## src/rtl/sha1_ctrl_wb.sv

```systemverilog
// Drives the SHA-1 coprocessor for one EX request, then writes the 160-bit digest to memory
// as five 32-bit words with H0 at the lowest address. The pipeline is stalled while this runs.
//
// Handshake rules: req_i is a one-cycle pulse and is taken only in IDLE. start_o stays high
// through RUN and drops in the cycle ready_i is seen. Each memory word is a valid/ready pair:
// mem_req_o/mem_addr_o/mem_data_o hold steady until mem_gnt_i is sampled high, and the next
// word follows on the very next cycle. done_o and err_o are single-cycle pulses.
module sha1_ctrl_wb #(
    parameter int TIMEOUT_CYCLES = 128,
    parameter int ADDR_STEP      = 4
) (
    input  logic         clk,
    input  logic         rst,
    input  logic         req_i,
    input  logic [31:0]  para_i,
    input  logic [31:0]  addr_i,
    output logic         start_o,
    output logic [31:0]  para_o,
    output logic [31:0]  sha1_addr_o,
    input  logic [159:0] result_i,
    input  logic         ready_i,
    input  logic         busy_i,
    output logic         mem_req_o,
    output logic         mem_we_o,
    output logic [31:0]  mem_addr_o,
    output logic [31:0]  mem_data_o,
    input  logic         mem_gnt_i,
    output logic         stall_o,
    output logic         done_o,
    output logic         err_o,
    output logic [1:0]   dbg_state
);

    localparam int TW = $clog2(TIMEOUT_CYCLES + 1);

    typedef enum logic [1:0] {
        S_IDLE  = 2'd0,
        S_RUN   = 2'd1,
        S_WRITE = 2'd2,
        S_DONE  = 2'd3
    } state_t;

    state_t         state_q, state_d;
    logic [31:0]    para_q, addr_q;
    logic [159:0]   buf_q;
    logic [2:0]     k_q;
    logic [TW-1:0]  timer_q;
    logic           err_q;

    logic accept, misaligned, timeout;

    assign accept     = (state_q == S_IDLE) && req_i && (addr_i[1:0] == 2'b00);
    assign misaligned = (state_q == S_IDLE) && req_i && (addr_i[1:0] != 2'b00);
    assign timeout    = (state_q == S_RUN) && !ready_i &&
                        (timer_q == TW'(TIMEOUT_CYCLES - 1));

    always_comb begin
        state_d = state_q;
        case (state_q)
            S_IDLE:  if (accept) state_d = S_RUN;
            S_RUN: begin
                if (ready_i)      state_d = S_WRITE;
                else if (timeout) state_d = S_IDLE;
            end
            S_WRITE: if (mem_gnt_i && (k_q == 3'd4)) state_d = S_DONE;
            S_DONE:  state_d = S_IDLE;
            default: state_d = S_IDLE;
        endcase
    end

    always_comb begin
        start_o    = 1'b0;
        mem_req_o  = 1'b0;
        mem_we_o   = 1'b0;
        mem_addr_o = 32'd0;
        mem_data_o = 32'd0;
        stall_o    = 1'b0;
        done_o     = 1'b0;
        case (state_q)
            S_IDLE: stall_o = req_i;
            S_RUN: begin
                start_o = !ready_i;
                stall_o = 1'b1;
            end
            S_WRITE: begin
                mem_req_o  = 1'b1;
                mem_we_o   = 1'b1;
                mem_addr_o = addr_q + 32'(ADDR_STEP) * 32'(k_q);
                // The buffer shifts left on each grant, so the current word is always on top.
                mem_data_o = buf_q[159:128];
                stall_o    = 1'b1;
            end
            S_DONE:  done_o = 1'b1;
            default: ;
        endcase
    end

    assign para_o      = para_q;
    assign sha1_addr_o = addr_q;
    assign err_o       = err_q;
    assign dbg_state   = state_q;

    always_ff @(posedge clk) begin
        if (rst) begin
            state_q <= S_IDLE;
            para_q  <= 32'd0;
            addr_q  <= 32'd0;
            buf_q   <= 160'd0;
            k_q     <= 3'd0;
            timer_q <= '0;
            err_q   <= 1'b0;
        end else begin
            state_q <= state_d;
            err_q   <= misaligned || timeout;
            case (state_q)
                S_IDLE: begin
                    if (accept) begin
                        para_q  <= para_i;
                        addr_q  <= addr_i;
                        timer_q <= '0;
                    end
                end
                S_RUN: begin
                    if (ready_i) begin
                        buf_q <= result_i;
                        k_q   <= 3'd0;
                    end else begin
                        timer_q <= timer_q + 1'b1;
                    end
                end
                S_WRITE: begin
                    if (mem_gnt_i) begin
                        k_q   <= k_q + 3'd1;
                        buf_q <= {buf_q[127:0], 32'd0};
                    end
                end
                default: ;
            endcase
        end
    end

    // The core must have finished computing by the time its digest is being written out.
    write_while_busy_a : assert property (@(posedge clk) disable iff (rst)
        (state_q == S_WRITE) |-> !busy_i);

endmodule

```

## config.mk

```make
export PLATFORM = sky130hd
export DESIGN_NAME = sha1_ctrl_wb
export DESIGN_NICKNAME = d
export VERILOG_FILES = /design/src/rtl/sha1_ctrl_wb.sv
export SDC_FILE = /design/constraint.sdc
export NUM_CORES = 1
export LEC_CHECK = 0
export ABC_AREA = 1
export CAP_MARGIN = 20
export CORE_UTILIZATION = 24
export DETAILED_ROUTE_END_ITERATION = 12
export PLACE_DENSITY = 0.58
export SETUP_SLACK_MARGIN = 0.2
export SLEW_MARGIN = 30
export SYNTH_ARGS = -nofsm -noshare
export SYNTH_HDL_FRONTEND = slang
export SYNTH_SLANG_ARGS = --single-unit
```

## constraint.sdc

```tcl
create_clock -name clk -period 3.52 [get_ports clk]
set_clock_uncertainty 0.15 [all_clocks]
set_input_delay 0.352 -clock clk [delete_from_list [all_inputs] [get_ports clk]]
set_output_delay 0.352 -clock clk [all_outputs]
set_load 0.01 [all_outputs]
```

==> impl_metrics.toml <==
[floorplan]
core_mm2 = 0.04656
boundaryPins = 366
initial_core_util = 0.2437
dieArea_mm2 = 0.04815
fp.dieH_um = 219.4
die_w_um = 219.4
num_rows = 79

[clocking]
clock_path_buffers = 3
cts_buffers = 31
ctsHtreeMaxLevel = 1
cts.sinks = 238
clk_pin_slew_ns = 0.06
cts_tree = "yes"
clk_latency_ns = 0.59
clockRootBuffer = "clkbuf_16"
ctsHoldBuffers = 0

[global_route]
grt_usage = 0.1640
antenna_found_initial = 4
overflow = 0
grt_pass1_wl_um = 62910
grt_max_degree = 132
first_global_vias = 11530

[drt]
ant_nets = 0
vias = 12180
drtPass1Iterations = 4
wl_per_cell_um = 14.69
avgViaCountPerCell = 4.397
drc = 0
drtIter0Drc = 800
finalWirelength_um = 40690

[sta]
tns_ns = 0
final_hold_viol_count = 0
period_needed_ns = 3.180
worstMarginPinSlew_ns = 0.8549
rsz0062_at_grt = "yes"
slew-limit-headroom = 0.4301
post-route-period-util = 0.9035
fmax_mhz = 314.4
setup_viol = 0
slew_viol_final = 0

[finish]
register_area_mm2 = 0.004770
layout_common_cells = "nand2_1, nor2_1, clkdlybuf4s50_1, dfxtp_1, o21ai_0"
final_layout_size_suffix_gt1_frac = 0.05090
layout_commonest_cell = "nand2_1"
fin_util = 0.3585
design_area_mm2 = 0.01669
fillers = 5015
nets = 2379
multi_input_area_mm2 = 0.005891
area_delta_synth_final_pct = 47.08

[worst_setup_path]
crit_required_ns = 3.02
end_kind = "primary output"
start_kind = "flop"
path_class = "flop to primary output"
crit_arrival_ns = 2.68
cp_max_fo = 131

[logic_synthesis]
syn_nets = 2070
ys_seq_area_frac = 0.4199
syn_area_per_cell_um2 = 6.207
synth_area_mm2 = 0.01135
yosys_warnings = 0
yosysUniqueCellTypes = 24
ys_ff_latch = 238
synthCells = 1828

[power_and_ir_drop]
power_density_mw_per_mm2 = 616.2
ir_drop_uv = 379.2
leakagePower_nw = 6.908
finalPower_mw = 10.28

[placement]
place_area_mm2 = 0.01548
globalplace.congestion = 0.8744
dpl.hpwl_um = 29190
port_buffers = 364

[status]
status = "finished clean"

[run]
max_cap_viol_count = 0

[worst_hold_path]
hp-class = "primary input to flop"
==> worst max-delay path, stage by stage (launching register included) <==
cell             delay, ns
dfxtp_1               0.36
inv_1                 0.18
ha_4                  0.20
buf_16                0.34
o21ai_0               0.17
a21oi_1               0.15
clkdlybuf4s50_1       0.60
==> through the flow <==
stage | worst slack [ns] | cells | hold slack, ns
final | 0.3398 | 2770 | 0.1700
after floorplan | 1.076 | 1828 | 0.2894
after detailed placement | 0.2645 | 2709 | 0.3028
after CTS | 0.2071 | 2767 | 0.1440
after global routing | 0.1896 | 2770 | 0.1584
after global placement | 0.3061 | 2708 | 0.2977
==> power by group <==
part           switching (mW)  internal, mW  total, mW  leakage, nW
Combinational            1.76          1.21       2.97         4.41
Clock                    1.28          2.15       3.43        0.553
Sequential              0.437          3.44       3.88         1.94
==> cells by family (layout without fill, tap and decap cells) <==
logic type,after synthesis,in the layout,share of synthesized area
xor gates and xnor gates,2,2,0.001544
adders and majority gates,12,12,0.01389
AOI/OAI and AO/OA,276,276,0.1222
and+or+nand+nor,1106,1106,0.3717
other,0,2,0
buffers and inverters,194,527,0.07079
DFF,238,238,0.4199
==> cell usage after synthesis (all sizes together) <==
| cell type | number | area share |
|---|---|---|
| a21boi | 1 | 0.00066 |
| a21oi | 68 | 0.030 |
| buf | 42 | 0.021 |
| clkbuf | 67 | 0.022 |
| dfxtp | 238 | 0.42 |
| fa | 1 | 0.0018 |
| ha | 11 | 0.012 |
| inv | 85 | 0.028 |
| nand2 | 623 | 0.21 |
| nand3 | 29 | 0.013 |
| nand4 | 6 | 0.0033 |
| nor2 | 440 | 0.15 |
| nor3 | 6 | 0.0026 |
| o21ai | 206 | 0.091 |
| o21bai | 1 | 0.00066 |
| or2 | 2 | 0.0011 |
| xnor2 | 1 | 0.00077 |
| xor2 | 1 | 0.00077 |
==> state kept, by name, summed over array words and instances, names as in the netlist, named ones only <==
| name | count |
|---|---|
| para_o | 32 |
| timer_q | 8 |
| dbg_state | 1 |
| sha1_addr_o | 32 |
| err_o | 1 |
| buf_q | 160 |
| k_q | 3 |
==> routing by layer <==
layer  wire (um)  GRT usage
met1       18610     0.2186
met2       18700     0.2674
met3        2574    0.03132
met4         780    0.04560
met5          23          0
==> path summary, 6_finish.rpt <==
path,start,to,slack [ns],depth (start not counted)
worst max-delay path,dbg_state[0],mem_addr_o[4],0.34,6
worst min-delay path,result_i[13],buf_q[13],0.17,3
worst max register to register,dbg_state[0],buf_q[120],0.79,9
worst min register to register,buf_q[18],buf_q[18],0.31,2
==> area by class of cell <==
type / instances / area share
Inverter: 85 / 0.01972
Clock inverter: 14 / 0.01297
Antenna cell: 2 / 0.0002999
Timing Repair Buffer: 385 / 0.2288
Tap cell: 607 / 0.04551
Multi-Input combinational cell: 1396 / 0.3529
Clock buffer: 43 / 0.05398
Sequential cell: 238 / 0.2858
==> repair_timing <==
item                       CTS  global route
gates resized for setup     25            28
pin swaps                    1             1
setup endpoints to repair   19            23
buffers inserted             1             1
(Power assumes the default switching activity.)
